===== config.mk =====
export PLATFORM = sky130hd
export DESIGN_NAME = cpu_run_ctrl
export DESIGN_NICKNAME = d
export VERILOG_FILES = /design/src/rtl/cpu_ctrl_pkg.sv /design/src/rtl/run_budget_counter.sv /design/src/rtl/cpu_run_ctrl.sv
export SDC_FILE = /design/constraint.sdc
export NUM_CORES = 1
export LEC_CHECK = 0
export BUFFER_PORTS_ARGS = -buffer_cell sky130_fd_sc_hd__buf_2
export CAP_MARGIN = 20
export CORE_MARGIN = 2
export CORE_UTILIZATION = 45
export CTS_CLUSTER_SIZE = 24
export DETAILED_ROUTE_END_ITERATION = 10
export GPL_TIMING_DRIVEN = 0
export PLACE_DENSITY = 0.72
export SLEW_MARGIN = 20
export SYNTH_ARGS = -nofsm -noshare
export SYNTH_HDL_FRONTEND = slang
export SYNTH_SLANG_ARGS = --single-unit

===== constraint.sdc =====
create_clock -name clk -period 4.13 [get_ports clk]
set_input_delay 0.413 -clock clk [delete_from_list [all_inputs] [get_ports clk]]
set_output_delay 0.413 -clock clk [all_outputs]
set_load 0.01 [all_outputs]

===== src/rtl/cpu_ctrl_pkg.sv =====
`default_nettype none
// ============================================================================
//  Module   : cpu_ctrl_pkg
//  Brief    : Shared state encoding and default sizes for the CPU run control.
//  Revision : 1.0  initial release
// ============================================================================
package cpu_ctrl_pkg;

   localparam int c_DEPTH_DEFAULT   = 8;
   localparam int c_LIMIT_W_DEFAULT = 8;
   localparam int c_ADDR_W          = 3;
   localparam int c_DATA_W          = 9;

   typedef enum logic [2:0] {
      ST_IDLE = 3'd0,
      ST_LOAD = 3'd1,
      ST_RUN  = 3'd2,
      ST_STEP = 3'd3,
      ST_HALT = 3'd4
   } state_e;

endpackage : cpu_ctrl_pkg
`default_nettype wire


===== src/rtl/run_budget_counter.sv =====
`default_nettype none
// ============================================================================
//  Module   : run_budget_counter
//  Brief    : Saturating run-cycle counter with limit compare (0 = no limit).
//  Revision : 1.0  initial release
// ============================================================================
module run_budget_counter #(
   parameter int LIMIT_W = 8
) (
   input  logic               clk,
   input  logic               reset,
   input  logic               i_clear,
   input  logic               i_enable,
   input  logic [LIMIT_W-1:0] i_limit,
   output logic               o_hit
);

   logic [LIMIT_W-1:0] r_count;

   assign o_hit = (i_limit != '0) && (r_count == i_limit);

   always_ff @(posedge clk or negedge reset) begin
      if (!reset) begin
         r_count <= '0;
      end else if (i_clear) begin
         r_count <= '0;
      end else if (i_enable && (r_count != '1)) begin
         r_count <= r_count + 1'b1;
      end
   end

endmodule : run_budget_counter
`default_nettype wire


===== src/rtl/cpu_run_ctrl.sv =====
`default_nettype none
// ============================================================================
//  Module   : cpu_run_ctrl
//  Brief    : Host-side CPU controller: program load, run, single-step, halt.
//  Revision : 1.0  initial release
// ============================================================================
module cpu_run_ctrl
   import cpu_ctrl_pkg::*;
#(
   parameter int DEPTH   = c_DEPTH_DEFAULT,
   parameter int LIMIT_W = c_LIMIT_W_DEFAULT
) (
   input  logic               clk,
   input  logic               reset,
   input  logic               load_start,
   input  logic               run,
   input  logic               step,
   input  logic               halt_req,
   input  logic               ld_valid,
   input  logic [8:0]         ld_data,
   output logic               ld_ready,
   input  logic               bp_en,
   input  logic [2:0]         bp_addr,
   input  logic [2:0]         pc,
   input  logic [LIMIT_W-1:0] cycle_limit,
   output logic               pc_enable,
   output logic               ram_we,
   output logic [2:0]         ram_waddr,
   output logic [8:0]         ram_wdata,
   output logic               cpu_reset,
   output logic [2:0]         state,
   output logic               done,
   output logic               timeout
);

   localparam logic [c_ADDR_W-1:0] c_LAST_ADDR = c_ADDR_W'(DEPTH - 1);

   state_e              r_state;
   logic [c_ADDR_W-1:0] r_addr;
   logic                r_ram_we;
   logic [c_ADDR_W-1:0] r_ram_waddr;
   logic [c_DATA_W-1:0] r_ram_wdata;
   logic                r_done;
   logic                r_timeout;
   logic                r_cpu_reset;
   logic                r_first;

   logic w_in_run;
   logic w_beat;
   logic w_bp_hit;
   logic w_bud_hit;
   logic w_pc_en;

   assign w_in_run = (r_state == ST_RUN);
   assign w_beat   = ld_valid & ld_ready;
   // The first cycle after (re)starting ignores the breakpoint so we can step off it.
   assign w_bp_hit = bp_en & (pc == bp_addr) & ~r_first;
   assign w_pc_en  = (w_in_run & ~halt_req & ~w_bp_hit & ~w_bud_hit) |
                     (r_state == ST_STEP);

   // Held clear outside RUN, so every RUN entry starts counting from zero.
   run_budget_counter #(
      .LIMIT_W (LIMIT_W)
   ) u_budget (
      .clk      (clk),
      .reset    (reset),
      .i_clear  (~w_in_run),
      .i_enable (w_pc_en),
      .i_limit  (cycle_limit),
      .o_hit    (w_bud_hit)
   );

   always_ff @(posedge clk or negedge reset) begin
      if (!reset) begin
         r_state     <= ST_IDLE;
         r_addr      <= '0;
         r_ram_we    <= 1'b0;
         r_ram_waddr <= '0;
         r_ram_wdata <= '0;
         r_done      <= 1'b0;
         r_timeout   <= 1'b0;
         r_cpu_reset <= 1'b1;
         r_first     <= 1'b0;
      end else begin
         r_ram_we    <= 1'b0;
         r_done      <= 1'b0;
         r_first     <= 1'b0;
         r_cpu_reset <= 1'b0;
         case (r_state)
            ST_IDLE, ST_HALT: begin
               if (load_start) begin
                  r_state     <= ST_LOAD;
                  r_addr      <= '0;
                  r_timeout   <= 1'b0;
                  r_cpu_reset <= 1'b1;
               end else if (!halt_req) begin
                  if (step) begin
                     r_state <= ST_STEP;
                     r_first <= 1'b1;
                  end else if (run) begin
                     r_state   <= ST_RUN;
                     r_first   <= 1'b1;
                     r_timeout <= 1'b0;
                  end
               end
            end
            ST_LOAD: begin
               r_cpu_reset <= 1'b1;
               if (w_beat) begin
                  r_ram_we    <= 1'b1;
                  r_ram_waddr <= r_addr;
                  r_ram_wdata <= ld_data;
                  r_addr      <= r_addr + 1'b1;
               end
               if (load_start) begin
                  r_addr <= '0;
               end else if (halt_req) begin
                  r_state     <= ST_IDLE;
                  r_addr      <= '0;
                  r_cpu_reset <= 1'b0;
               end else if (w_beat && (r_addr == c_LAST_ADDR)) begin
                  // cpu_reset stays high through the done cycle, then drops.
                  r_state <= ST_IDLE;
                  r_addr  <= '0;
                  r_done  <= 1'b1;
               end
            end
            ST_RUN: begin
               if (load_start) begin
                  r_state     <= ST_LOAD;
                  r_addr      <= '0;
                  r_timeout   <= 1'b0;
                  r_cpu_reset <= 1'b1;
               end else if (halt_req || w_bp_hit || w_bud_hit) begin
                  r_state <= ST_HALT;
                  if (w_bud_hit) begin
                     r_timeout <= 1'b1;
                  end
               end
            end
            ST_STEP: begin
               if (load_start) begin
                  r_state     <= ST_LOAD;
                  r_addr      <= '0;
                  r_timeout   <= 1'b0;
                  r_cpu_reset <= 1'b1;
               end else begin
                  r_state <= ST_HALT;
               end
            end
            default: begin
               r_state <= ST_IDLE;
            end
         endcase
      end
   end

   assign ld_ready  = (r_state == ST_LOAD);
   assign pc_enable = w_pc_en;
   assign ram_we    = r_ram_we;
   assign ram_waddr = r_ram_waddr;
   assign ram_wdata = r_ram_wdata;
   assign cpu_reset = r_cpu_reset;
   assign state     = r_state;
   assign done      = r_done;
   assign timeout   = r_timeout;

endmodule : cpu_run_ctrl
`default_nettype wire


======== Word-level counts from Yosys, hierarchy flattened ========
Index checks and enable logic that the tools add are counted.
word-level totals
  bits of input ports ..................... 31
  output and inout port bits .............. 21
  register bits ........................... 31
cells by class
  $add $sub $neg .......................... 2
  bitwise operators ....................... 11
  eq/ne operators ......................... 20
  reductions and logical operators ........ 15
  multiplexer cells ....................... 43
operators by type and width
  cell                   number
  $mux W3                15
  $mux W1                22
  $mux W8                2
  $pmux W3 S4            1
  $ne A3 B2 Y1 const B   3
  $ne A3 B3 Y1 const B   3
  $add A8 B1 Y8 const B  1
  $eq A8 B8 Y1           1
  $ne A8 B8 Y1 const B   1
  $reduce_bool A8 Y1     1
  $reduce_and A7 Y1      1
  $and A1 B1 Y1          6
  $eq A3 B2 Y1 const B   2
  $eq A3 B3 Y1 const B   2
  $pmux W3 S2            1
  $ne A5 B3 Y1 const B   1
  $reduce_and A5 Y1      1
  $ne A2 B1 Y1 const B   2
  $ne A2 B2 Y1 const B   2
  $ne A4 B4 Y1 const B   1
  $not A1 Y1             4
  $reduce_or A4 Y1       1
  $add A3 B1 Y3 const B  1
  $eq A3 B1 Y1 const B   1
  12 further kinds       15

======== Depth between registers and ports, before layout ========
  depth in word-level cells ............... 10
  mapped depth ............................ 7
  depth with buffers taken out ............ 6

======== Modules after synthesis ========
Synthesis repeated with hierarchy kept, for this count alone.
unflattened totals
  cells, all modules ...................... 152
  area total of the unflattened synthesis .. 1,700.4 sq um
by module, submodules not included
  module              seq. area each (sq um)  area an instance (sq um)  instances  cells each
  cpu_run_ctrl        576.8                   1,137.3                   1          92
  run_budget_counter  200.2                   563.0                     1          60

======== Worst setup path before layout ========
OpenSTA, ideal clock, no wires.
  kind .................................... reg-to-reg
  start ................................... register u_budget.r_count[0]
  end ..................................... register u_budget.r_count[7]
  data arrival time ....................... 1.888 ns
  clock period less this slack ............ 1.954 ns
  path buffers ............................ 0
  cell stages (with the launch flop) ...... 7
  slack ................................... 2.176 ns
  cell sequence ........................... dfrtp_1 ha_1 and2_2 nand4_1 or4b_4 or4_1 nand2_1
between the ends
  word-level cells in the longest chain between the ends .. 7
  elaborated cells on any way between the ends .. 11
  classes of those cells .................. add/sub (1); eq/ne (3); mux (2); bitwise (3); reduce/logical (2)
RTL lines
  item                                                                   line                      source
  start, declared                                                        run_budget_counter.sv:18  logic [LIMIT_W-1:0] r_count;
  start signal, assigned                                                 run_budget_counter.sv:28  r_count <= r_count + 1'b1;
  parallel branches: the longest is 7 deep, another holds $add A8 B1 Y8  n/a
Several ways; the timed one is not identified. The select of a mux whose other input is x is not followed.
A chain may end at the register's enable or synchronous reset.

======== Worst setup path after layout ========
  start ................................... register u_budget.r_count[2]
  end ..................................... output pc_enable
between the ends
  word-level cells in the longest chain between the ends .. 5
RTL lines
  item                 line                      source
  $eq A8 B8 Y1         run_budget_counter.sv:20  assign o_hit = (i_limit != '0) && (r_count == i_limit);
  $logic_and A1 B1 Y1  run_budget_counter.sv:20
  $not A1 Y1           cpu_run_ctrl.sv:58        assign w_pc_en = (w_in_run & ~halt_req & ~w_bp_hit & ~w_bud_hit) |
  $and A1 B1 Y1        cpu_run_ctrl.sv:58
  $or A1 B1 Y1         cpu_run_ctrl.sv:58
  end, declared        cpu_run_ctrl.sv:26        output logic pc_enable,
Every way passes these cells.

==> summary.md <==
| Metric | Value |
|---|---|
| Slew at the pin closest to its max-slew limit | 0.6831 ns |
| Mapped Area | 0.001679 mm2 |
| Clock Tree Root | clkbuf_8 |
| Iter 0 DRT Violations | 60 |
| Pin count of the biggest net entering global routing | 32 |
| IR drop worst, VDD | 0.2819 mV |
| Final Skew | 0.004724 ns |
| Flop pwr share | 42.2% |
| Worst EP required | 3.72 ns |
| Synth top area cells | dfrtp_1 (45%), mux2_2 (9.4%), xnor2_1 (3.7%), nand2_1 (3.4%), a21oi_1 (2.7%) |
| Die Width | 65.09 um |
| Reg2Reg Setup Slack | 2.02 ns |
| Logic gate share of total power | 31.0% |
| Seq/Total Area, Yosys | 46.27% |
| R2R Path Start | u_budget.r_count[0] |
| WP depth | 6 |
| Clk slew on worst S/H paths | 0.06 ns |
| Top fanout value on the critical path | 8 |
| Commonest cells post-synth | dfrtp_1 (30), nand2_1 (15), mux2_2 (14) |
| Initial Utilization | 46.21% |
| Critical Path Max Stage Delay | 0.41 ns |
| CP arrival | 2.04 ns |
| DR vias | 1419 |
| TritonCTS Buffers | 5 |
| Worst path cell trace | xor2_1, a211o_1, nor4_4, nand2b_1, a21boi_0, buf_2 |
| Setup tns final | 0 ns |
| Drt wl/cell | 13.28 um |
| Most used DFF post-synth | dfrtp_1 |
| Worst reg2reg endpoint | u_budget.r_count[7] |
| Net Switching | 0.3162 mW |
| Synth warn | 0 |
| Cells after DPL | 259 |
| #FFs+latches synth | 31 |
| CTS tree | yes |
| Startpoint Class | register |
| Clock Tree Buf Depth | 2 |
| Unrepaired setup endpoints after global routing | false |
| Cell family with most CP delay | simple AND/OR/NAND/NOR gates |
| Placer Congestion | 0.8949 |
| Num Clock Sinks | 31 |
| H-Tree Level Count | 2 |
| F_max | 407.3 MHz |
| Tcrit/Tclk final | 59.45% |
| Mapped Nets | 194 |
| First-pass GRT wire length | 6313 um |
| Switching Share | 31.83% |
| Crit. End Element | output pin |
| Row cnt | 22 |
| HPWL Detailed | 2627 um |
| GR Util All Layers | 19.25% |
| Post-CTS Resized | 0 |
| Post-DRT Antenna Nets | 0 |
| CORE AREA | 0.003633 mm2 |
| Finished Layout Cells | 267 |
| Ant diodes | 0 |
| WHS | 0.1653 ns |
| I/O pins | 52 |
| Vias in the first global route | 1444 |
| Top-area cell type share of the netlist area | 44.71% |
| Final wirelength | 3547 um |
| Post-DP Area | 0.001994 mm2 |
| Top-count cell post-synth | dfrtp_1 |
| Clock share of power | 26.7% |
| Power Density | 474.4 mW/mm2 |
| LEAKAGE | 1.005 nW |
| Final net count | 252 |
| Async SR Flop Fraction | 100.0% |
| Worst hold path type | in2async |
| Setup Fix Bufs, Post-CTS | 0 |
| Fraction of layout cells with a size suffix above 1 | 37.44% |
| Residual DRC | 0 |
| Fin. max-slew vios | 0 |
| Syn_area_per_cell | 10.49 um2 |
| Area of the multi-input gates | 848.3 um2 |
| Port Buf Inserts | 51 |
| Post-synth cell types | 46 |
| Crit path kind | reg2out |
| Final Setup Violations | 0 |
| Initial antenna violation count | 0 |
| Worst path slowest cell | dfrtp_1 |
| Min cycle time layout | 2.455 ns |
| Die ar. | 0.004236 mm2 |
| Leading area contributor after synthesis | dfrtp_1 |
| Via density | 5.315 |
| Fill cell count | 328 |
| Synth-to-Final Area Change | 24.74% |
| Outcome | finished clean |
| Worst slew margin | 54.46% |
| Fin area | 0.002095 mm2 |
| Die Height | 65.09 um |
| Final number of hold-violating endpoints | 0 |
| Internal power | 0.6774 mW |
| Total global routing overflow | 0 |
| Reg2reg path depth | 6 |
| Cts hold-fix bufs | 0 |
| CP bufs+invs | 1 |
| EDFF count, synth | 0 |
| Register Area | 777.0 um2 |
| Max Cap Viol | 0 |
| Pre-antenna DRT Iters | 4 |
| Clk Latency, worst-skew pair | 0.28 ns |
| Post-Syn Instances | 160 |
## layout make-up
cell class                 count  share of cell area (%)
multi-input combinational    118                   40.50
sequential                    31                   37.10
timing repair buffer          51                   12.19
clock buffer                   8                   4.779
tap                           48                   2.867
buffer                         7                   1.852
inverter                       4                  0.7168
## metrics by stage
stage / worst slack, ns / total power, mW / util, %
after floorplan: 2.176 / 0.6094 / -
after global placement: 1.839 / 0.7284 / 54.89
after detailed placement: 1.851 / 0.7353 / 54.89
after CTS: 1.654 / 1.004 / 57.64
after global routing: 1.510 / 1.059 / 57.64
final: 1.675 / 0.9936 / 57.64
## flip-flops by register name, indices dropped and copies added (netlist names), 3 cells and up
| register | cells |
|---|---|
| state | 3 |
| r_addr | 3 |
| ram_waddr | 3 |
| ram_wdata | 9 |
| u_budget.r_count | 8 |
## placed cells by master, fill, tap and decap left out, types with 2 or more instances in the layout
master / count
a211oi_1: 2
a21oi_1: 9
and3_1: 2
buf_2: 52
clkbuf_1: 5
clkbuf_8: 8
dfrtp_1: 30
ha_1: 3
inv_1: 4
mux2_2: 14
mux2i_1: 2
nand2_1: 15
nand2b_1: 3
nand3_1: 3
nand4_1: 3
nor2_1: 11
nor3_1: 2
nor4_1: 3
o211ai_1: 4
o21ai_0: 4
o31ai_1: 3
or3_1: 2
or4_1: 3
xnor2_1: 7
xor2_1: 4
## power groups by stage
stage                     Combinational [mW]  Clock (mW)  Sequential [mW]
after detailed placement               0.312           0            0.423
final                                  0.309       0.266            0.420
after CTS                              0.312       0.271            0.420
after floorplan                        0.159           0            0.451
after global routing                   0.344       0.285            0.429
after global placement                 0.307           0            0.421
## routing by layer
metal  track usage, %  part of all wire [%]  vias up
met4            6.250                   1.2        0
met1            24.30                    46      676
met2            33.12                    49       31
li1                 -                     -      707
met5                0                     0        -
met3            3.819                   4.0        5
## how the worst max path moves through the flow
| stage | end | startpoint |
|---|---|---|
| after global routing | pc_enable | u_budget.r_count[2] |
| final | pc_enable | u_budget.r_count[2] |
| after global placement | pc_enable | cycle_limit[2] |
| after CTS | pc_enable | u_budget.r_count[2] |
| after detailed placement | pc_enable | cycle_limit[2] |
| after floorplan | u_budget.r_count[7] | u_budget.r_count[0] |
## kinds of logic after synthesis
group / synth area share [%]
compound gates: 12.67
xor+xnor: 5.738
fa+ha+maj: 2.236
buf+inv: 3.203
flops: 46.27
mux: 10.58
simple gates: 19.30
(Power assumes the default switching activity.)
